**src/rtl/axi_multi_id_serializer.sv**
```systemverilog
// AXI4+ATOP ID serializer: folds upstream IDs onto 2**MstIdWidth downstream IDs,
// serializing per downstream ID and restoring upstream IDs on R/B from per-ID FIFOs.
package axi_mis_pkg;
  typedef struct packed {
    logic [0:0]  id;
    logic [31:0] addr;
    logic [7:0]  len;
    logic [2:0]  size;
    logic [1:0]  burst;
    logic        lock;
    logic [3:0]  cache;
    logic [2:0]  prot;
    logic [3:0]  qos;
    logic [3:0]  region;
    logic [5:0]  atop;
    logic [0:0]  user;
  } aw_t;
  typedef struct packed {
    logic [31:0] data;
    logic [3:0]  strb;
    logic        last;
    logic [0:0]  user;
  } w_t;
  typedef struct packed {
    logic [0:0] id;
    logic [1:0] resp;
    logic [0:0] user;
  } b_t;
  typedef struct packed {
    logic [0:0]  id;
    logic [31:0] addr;
    logic [7:0]  len;
    logic [2:0]  size;
    logic [1:0]  burst;
    logic        lock;
    logic [3:0]  cache;
    logic [2:0]  prot;
    logic [3:0]  qos;
    logic [3:0]  region;
    logic [0:0]  user;
  } ar_t;
  typedef struct packed {
    logic [0:0]  id;
    logic [31:0] data;
    logic [1:0]  resp;
    logic        last;
    logic [0:0]  user;
  } r_t;
  typedef struct packed {
    aw_t  aw;
    logic aw_valid;
    w_t   w;
    logic w_valid;
    logic b_ready;
    ar_t  ar;
    logic ar_valid;
    logic r_ready;
  } req_t;
  typedef struct packed {
    logic aw_ready;
    logic ar_ready;
    logic w_ready;
    logic b_valid;
    b_t   b;
    logic r_valid;
    r_t   r;
  } resp_t;
endpackage

module axi_mis_id_fifo #(
  parameter int unsigned Depth = 1,
  parameter int unsigned Width = 1
) (
  input  logic             clk_i,
  input  logic             rst_i,
  input  logic             push,
  input  logic [Width-1:0] push_data,
  input  logic             pop,
  output logic             full,
  output logic             empty,
  output logic             last,
  output logic [Width-1:0] head
);
  localparam int unsigned PtrW = (Depth > 1) ? $clog2(Depth) : 1;
  localparam int unsigned CntW = $clog2(Depth + 1);

  logic [Width-1:0] mem [Depth];
  logic [PtrW-1:0]  wptr, rptr;
  logic [CntW-1:0]  cnt;
  logic             do_push, do_pop;

  assign full    = (cnt == CntW'(Depth));
  assign empty   = (cnt == '0);
  assign last    = (cnt == CntW'(1));
  assign head    = mem[rptr];
  assign do_push = push & ~full;
  assign do_pop  = pop & ~empty;

  always_ff @(posedge clk_i) begin
    if (rst_i) begin
      wptr <= '0;
      rptr <= '0;
      cnt  <= '0;
    end else begin
      if (do_push) begin
        mem[wptr] <= push_data;
        wptr      <= (wptr == PtrW'(Depth - 1)) ? '0 : wptr + PtrW'(1);
      end
      if (do_pop) rptr <= (rptr == PtrW'(Depth - 1)) ? '0 : rptr + PtrW'(1);
      cnt <= cnt + CntW'(do_push) - CntW'(do_pop);
    end
  end
endmodule

module axi_multi_id_serializer #(
  parameter int unsigned MaxReadTxns  = 1,
  parameter int unsigned MaxWriteTxns = 1,
  parameter int unsigned SlvIdWidth   = 1,
  parameter int unsigned MstIdWidth   = 1,
  parameter type slv_req_t  = axi_mis_pkg::req_t,
  parameter type slv_resp_t = axi_mis_pkg::resp_t,
  parameter type mst_req_t  = axi_mis_pkg::req_t,
  parameter type mst_resp_t = axi_mis_pkg::resp_t
) (
  input  logic      clk_i,
  input  logic      rst_i,
  input  slv_req_t  slv_req_i,
  output slv_resp_t slv_resp_o,
  output mst_req_t  mst_req_o,
  input  mst_resp_t mst_resp_i
);
  localparam int unsigned NumIds    = 2 ** MstIdWidth;
  localparam logic [1:0]  AtopNone  = 2'b00;
  localparam int unsigned AtopRResp = 5;

  typedef enum logic [1:0] {Idle, Drain, Execute} state_e;
  state_e state;

  logic [NumIds-1:0]     rd_push, rd_pop, rd_full, rd_empty, rd_last;
  logic [NumIds-1:0]     wr_push, wr_pop, wr_full, wr_empty, wr_last;
  logic [SlvIdWidth-1:0] rd_head [NumIds];
  logic [SlvIdWidth-1:0] wr_head [NumIds];
  logic [SlvIdWidth-1:0] rd_push_id;
  logic [MstIdWidth-1:0] ar_mid, aw_mid, r_mid, b_mid;
  logic aw_atop, all_empty, drained_now, adm_open;
  logic r_vld, r_rdy, b_vld, b_rdy;
  logic ar_vld, ar_rdy, aw_vld, aw_rdy, ar_hs, aw_hs;

  assign ar_mid  = slv_req_i.ar.id[MstIdWidth-1:0];
  assign aw_mid  = slv_req_i.aw.id[MstIdWidth-1:0];
  assign r_mid   = mst_resp_i.r.id;
  assign b_mid   = mst_resp_i.b.id;
  assign aw_atop = (slv_req_i.aw.atop[5:4] != AtopNone);

  for (genvar i = 0; i < NumIds; i++) begin : g_fifo
    axi_mis_id_fifo #(.Depth(MaxReadTxns), .Width(SlvIdWidth)) i_rd (
      .clk_i(clk_i), .rst_i(rst_i), .push(rd_push[i]), .push_data(rd_push_id),
      .pop(rd_pop[i]), .full(rd_full[i]), .empty(rd_empty[i]), .last(rd_last[i]),
      .head(rd_head[i])
    );
    axi_mis_id_fifo #(.Depth(MaxWriteTxns), .Width(SlvIdWidth)) i_wr (
      .clk_i(clk_i), .rst_i(rst_i), .push(wr_push[i]), .push_data(slv_req_i.aw.id),
      .pop(wr_pop[i]), .full(wr_full[i]), .empty(wr_empty[i]), .last(wr_last[i]),
      .head(wr_head[i])
    );
  end

  // Responses whose ID FIFO is empty are held off rather than forwarded.
  assign r_vld  = ~rst_i & mst_resp_i.r_valid & ~rd_empty[r_mid];
  assign r_rdy  = ~rst_i & slv_req_i.r_ready & ~rd_empty[r_mid];
  assign b_vld  = ~rst_i & mst_resp_i.b_valid & ~wr_empty[b_mid];
  assign b_rdy  = ~rst_i & slv_req_i.b_ready & ~wr_empty[b_mid];
  assign rd_pop = (r_vld & r_rdy & mst_resp_i.r.last) ? (NumIds'(1) << r_mid) : '0;
  assign wr_pop = (b_vld & b_rdy) ? (NumIds'(1) << b_mid) : '0;

  assign all_empty   = &{rd_empty, wr_empty};
  assign drained_now = &{rd_empty | (rd_last & rd_pop), wr_empty | (wr_last & wr_pop)};

  always_comb begin
    ar_vld   = 1'b0;
    ar_rdy   = 1'b0;
    aw_vld   = 1'b0;
    aw_rdy   = 1'b0;
    adm_open = (state == Idle) || ((state == Execute) && drained_now);
    if (!rst_i) begin
      if (adm_open) begin
        ar_vld = slv_req_i.ar_valid & ~rd_full[ar_mid];
        ar_rdy = mst_resp_i.ar_ready & ~rd_full[ar_mid];
        if (!aw_atop) begin
          aw_vld = slv_req_i.aw_valid & ~wr_full[aw_mid];
          aw_rdy = mst_resp_i.aw_ready & ~wr_full[aw_mid];
        end
      end else if (state == Drain) begin
        aw_vld = slv_req_i.aw_valid & all_empty;
        aw_rdy = mst_resp_i.aw_ready & all_empty;
      end
    end
  end

  assign ar_hs = ar_vld & ar_rdy;
  assign aw_hs = aw_vld & aw_rdy;
  // An ATOP with a read response also owns a slot in the read FIFO of its ID.
  assign rd_push_id = (state == Drain) ? slv_req_i.aw.id : slv_req_i.ar.id;
  assign rd_push = ar_hs ? (NumIds'(1) << ar_mid) :
                   (aw_hs && (state == Drain) && slv_req_i.aw.atop[AtopRResp]) ?
                   (NumIds'(1) << aw_mid) : '0;
  assign wr_push = aw_hs ? (NumIds'(1) << aw_mid) : '0;

  always_ff @(posedge clk_i) begin
    if (rst_i) begin
      state <= Idle;
    end else begin
      unique case (state)
        Idle:    if (slv_req_i.aw_valid && aw_atop && (!slv_req_i.ar_valid || ar_hs)) state <= Drain;
        Drain:   if (aw_hs) state <= Execute;
        Execute: if (drained_now) state <= Idle;
        default: state <= Idle;
      endcase
    end
  end

  always_comb begin
    mst_req_o  = '0;
    slv_resp_o = '0;
    mst_req_o.aw.id     = aw_mid;
    mst_req_o.aw.addr   = slv_req_i.aw.addr;
    mst_req_o.aw.len    = slv_req_i.aw.len;
    mst_req_o.aw.size   = slv_req_i.aw.size;
    mst_req_o.aw.burst  = slv_req_i.aw.burst;
    mst_req_o.aw.lock   = slv_req_i.aw.lock;
    mst_req_o.aw.cache  = slv_req_i.aw.cache;
    mst_req_o.aw.prot   = slv_req_i.aw.prot;
    mst_req_o.aw.qos    = slv_req_i.aw.qos;
    mst_req_o.aw.region = slv_req_i.aw.region;
    mst_req_o.aw.atop   = slv_req_i.aw.atop;
    mst_req_o.aw.user   = slv_req_i.aw.user;
    mst_req_o.aw_valid  = aw_vld;
    mst_req_o.w.data    = slv_req_i.w.data;
    mst_req_o.w.strb    = slv_req_i.w.strb;
    mst_req_o.w.last    = slv_req_i.w.last;
    mst_req_o.w.user    = slv_req_i.w.user;
    mst_req_o.w_valid   = ~rst_i & slv_req_i.w_valid;
    mst_req_o.b_ready   = b_rdy;
    mst_req_o.ar.id     = ar_mid;
    mst_req_o.ar.addr   = slv_req_i.ar.addr;
    mst_req_o.ar.len    = slv_req_i.ar.len;
    mst_req_o.ar.size   = slv_req_i.ar.size;
    mst_req_o.ar.burst  = slv_req_i.ar.burst;
    mst_req_o.ar.lock   = slv_req_i.ar.lock;
    mst_req_o.ar.cache  = slv_req_i.ar.cache;
    mst_req_o.ar.prot   = slv_req_i.ar.prot;
    mst_req_o.ar.qos    = slv_req_i.ar.qos;
    mst_req_o.ar.region = slv_req_i.ar.region;
    mst_req_o.ar.user   = slv_req_i.ar.user;
    mst_req_o.ar_valid  = ar_vld;
    mst_req_o.r_ready   = r_rdy;
    slv_resp_o.aw_ready = aw_rdy;
    slv_resp_o.ar_ready = ar_rdy;
    slv_resp_o.w_ready  = ~rst_i & mst_resp_i.w_ready;
    slv_resp_o.b.id     = wr_head[b_mid];
    slv_resp_o.b.resp   = mst_resp_i.b.resp;
    slv_resp_o.b.user   = mst_resp_i.b.user;
    slv_resp_o.b_valid  = b_vld;
    slv_resp_o.r.id     = rd_head[r_mid];
    slv_resp_o.r.data   = mst_resp_i.r.data;
    slv_resp_o.r.resp   = mst_resp_i.r.resp;
    slv_resp_o.r.last   = mst_resp_i.r.last;
    slv_resp_o.r.user   = mst_resp_i.r.user;
    slv_resp_o.r_valid  = r_vld;
  end

  a_r_has_id: assert property (@(posedge clk_i) disable iff (rst_i)
    mst_resp_i.r_valid |-> !rd_empty[r_mid]);
  a_b_has_id: assert property (@(posedge clk_i) disable iff (rst_i)
    mst_resp_i.b_valid |-> !wr_empty[b_mid]);
endmodule

```
**config.mk**
```make
export PLATFORM = sky130hd
export DESIGN_NAME = axi_multi_id_serializer
export DESIGN_NICKNAME = d
export VERILOG_FILES = /design/src/rtl/axi_multi_id_serializer.sv
export SDC_FILE = /design/constraint.sdc
export NUM_CORES = 1
export LEC_CHECK = 0
export CELL_PAD_IN_SITES_DETAIL_PLACEMENT = 1
export CELL_PAD_IN_SITES_GLOBAL_PLACEMENT = 2
export CORE_AREA = 2 2 172 174
export CTS_CLUSTER_DIAMETER = 150
export DETAILED_ROUTE_END_ITERATION = 16
export DIE_AREA = 0 0 174 176
export HOLD_SLACK_MARGIN = 0.03
export PLACE_DENSITY = 0.92
export SLEW_MARGIN = 20
export SYNTH_ARGS = -nofsm -noshare
export SYNTH_HDL_FRONTEND = slang
export SYNTH_SLANG_ARGS = --single-unit
```
**constraint.sdc**
```tcl
create_clock -name clk_i -period 4.3 [get_ports clk_i]
set_input_delay 0.86 -clock clk_i [delete_from_list [all_inputs] [get_ports clk_i]]
set_output_delay 0.86 -clock clk_i [all_outputs]
set_load 0.03 [all_outputs]
```
==> run_results.csv <==
group,metric,value,unit
yosys,synthCells,304,
clocking,h-tree-depth,1,
final_layout,post-route-util,0.06088,
routing,vias,1202,
worst_setup_path,path_buf_inv,2,
worst_setup_path,path_class,"primary input to output pin",
sta,finalSetupTns,0,ns
yosys,synth_most_common_cell,"buf_4",
routing,drtAntennaViolNets,0,
floorplanning,rows,62,
global_routing,grt_start_max_net_pins,12,
worst_setup_path,cpPeakStageDelay,0.60,ns
yosys,yosysWarnings,0,
final_layout,fill_cells,3452,
clocking,cts_tree,"built",
worst_setup_path,crit_path_start_kind,"primary input",
sta,finalSetupViolCount,0,
power_and_ir_drop,peakVddDrop,114.6,uV
clocking,cts_buffer_depth,2,
place,pre_cts_ws,0.2049,ns
yosys,synth_area_leader_cell,"buf_4",
power_and_ir_drop,power_leakage,0.4944,nW
power_and_ir_drop,power-per-cell-area,220.3,nW/um^2
floorplanning,dieArea,30620,sq um
routing,drt_iter0_drc,59,
global_routing,grt_pass1_wl,10090,um
yosys,synth_async_sr_flop_share,0,
floorplanning,io_pins,444,
sta,finalCritPeriodShare,0.9449,
run,drv_cap,0,
worst_setup_path,arrival,3.20,ns
clocking,numCtsBuffers,3,
clocking,clkLatencyLatePin,0.24,ns
clocking,clkSinkCount,10,
floorplanning,dieHeight,176,um
floorplanning,start_util,0.08376,
sta,fin_skew,0.003080,ns
place,gp_congestion,0.6678,
sta,hold_viol,0,
sta,worstMarginPinSlew,0.4772,ns
worst_setup_path,cp.required,3.44,ns
sta,rsz0062_at_grt,"no",
routing,drcViolationCount,0,
routing,drt_wl_total,7974,um
global_routing,antenna_found_initial,0,
final_layout,drive_gt1_frac,0.1473,
final_layout,finalNetCount,353,
yosys,syn-cell-area,2391,sq um
yosys,syn_avg_cell_area,7.865,sq um
worst_setup_path,cp-end-kind,"output pin",
final_layout,seq_area,240.2,sq um
place,portBuffers,35,
clocking,cts_repair_resize_count,0,
clocking,root_buffer,"clkbuf_16",
final_layout,insertedDiodeCount,0,
routing,routedWlPerCell,15.54,um
floorplanning,coreArea,28550,sq um
sta,slew_viol_final,0,
sta,min_period,4.063,ns
place,hpwl,6919,um
worst_setup_path,slowest_stage,"clkdlybuf4s50_1",
routing,viasPerCell,2.343,
yosys,synth-seq-cells,10,
final_layout,multi_input_area,510.5,sq um
worst_setup_path,path_max_fanout,5,
clocking,post_cts_buffers,0,
min_path,hp-class,"flop to flop",
yosys,synth_edf_count,4,
power_and_ir_drop,power,382.9,uW
global_routing,grt_pass1_vias,1318,
yosys,yosysSeqAreaShare,0.1005,
sta,maxSlewHeadroom,0.6794,
outcome,outcome,"finished clean",
yosys,synth.area.top_cells,"buf_4, dfxtp_1, edfxtp_1, nor2_1, mux2i_1",
final_layout,area_delta_synth_final,-27.32,%
sta,fin_ws,0.2369,ns
yosys,dominantRegCellSynth,"dfxtp_1",
clocking,postCtsHoldBufs,0,
sta,fmax,0.2461,GHz
worst_setup_path,path_delay_family,"simple AND/OR/NAND/NOR gates",
global_routing,track_usage,0.04864,
yosys,synth.distinct_cells,34,
worst_setup_path,crit_path_cell_trace,"clkdlybuf4s50_1 -> mux2_4 -> o32a_4 -> nor4_1 -> nor2_1 -> nor3b_1 -> buf_12",
global_routing,gr-total-overflow,0,
yosys,syn-num-nets,527,
floorplanning,die_w,174,um
yosys,synth_common_cells,"buf_4, nor2_1, nand2_1, dfxtp_1, o21ai_0",
yosys,synth_top_area_share,0.6813,
routing,first_pass_iters,4,
clocking,clkTransAtPathRegs,0.04,ns
[worst reg2reg max path, cell delays in order (launching register included)]
cell and delay (ns):
dfxtp_1 0.47, or4b_1 0.47, a2bb2oi_1 0.17, nor3_2 0.34, nor2_2 0.15, o41ai_2 0.34
[layout make-up]
cell class              instances  area share
inverters                       2    0.004320
well taps                     384      0.2765
flip-flops and latches         10      0.1382
repair buffers                 39      0.2419
clock inverters                 1    0.002160
multi-input cells              74      0.2937
clock buffers                   3     0.04320
[state kept, by name, indices dropped and copies added, names as in the netlist]
| name | cells |
|---|---|
| g_fifo.i_rd.full | 2 |
| g_fifo.i_rd.mem | 2 |
| g_fifo.i_wr.full | 2 |
| g_fifo.i_wr.mem | 2 |
| state | 2 |
[path summary, 6_finish.rpt]
kind | startpoint | cells after the start | slack (ns) | to
setup reg to reg | state[0]$_SDFFE_PP0P_ | 5 | 2.03 | g_fifo[0].i_rd.mem[0]$_DFFE_PP_
setup / recovery | mst_resp_i[41] | 7 | 0.24 | slv_resp_o[45]
hold reg to reg | g_fifo[1].i_wr.full$_SDFF_PP0_ | 2 | 0.60 | g_fifo[1].i_wr.full$_SDFF_PP0_
hold / removal | g_fifo[1].i_wr.full$_SDFF_PP0_ | 2 | 0.60 | g_fifo[1].i_wr.full$_SDFF_PP0_
[power by group]
part           internal, mW  total [mW]  switching [mW]
clock                 0.122       0.166          0.0441
sequential            0.103       0.110         0.00641
combinational        0.0506       0.107          0.0563
[through the flow]
stage,hold WS (ns),instances,cell area [sq um]
final,0.5975,513,1738
after global routing,0.6512,513,1738
after CTS,0.6055,513,1738
after detailed placement,0.5996,509,1659
after global placement,0.5747,509,1659
after floorplan,0.5086,304,2391
[cells by family after synthesis]
| family | synth area share |
|---|---|
| muxes | 0.03244 |
| buffers and inverters | 0.6860 |
| DFF | 0.1005 |
| and+or+nand+nor | 0.1167 |
| AOI/OAI and AO/OA | 0.06437 |
[cell usage in the layout, fill, tap and decap left out, drive strengths merged, types with 6 or more instances in the layout]
cell type      count
nand2              7
o21ai              6
buf                8
clkdlybuf4s50     31
nor2              14
dfxtp              6
[routing by layer]
metal | GRT usage | routed length [um]
met1 | 0.03953 | 2313
met3 | 0.03725 | 1442
met4 | 0.05602 | 883
met5 | 0.01122 | 43
met2 | 0.06939 | 3290
(Power assumes the default switching activity.)
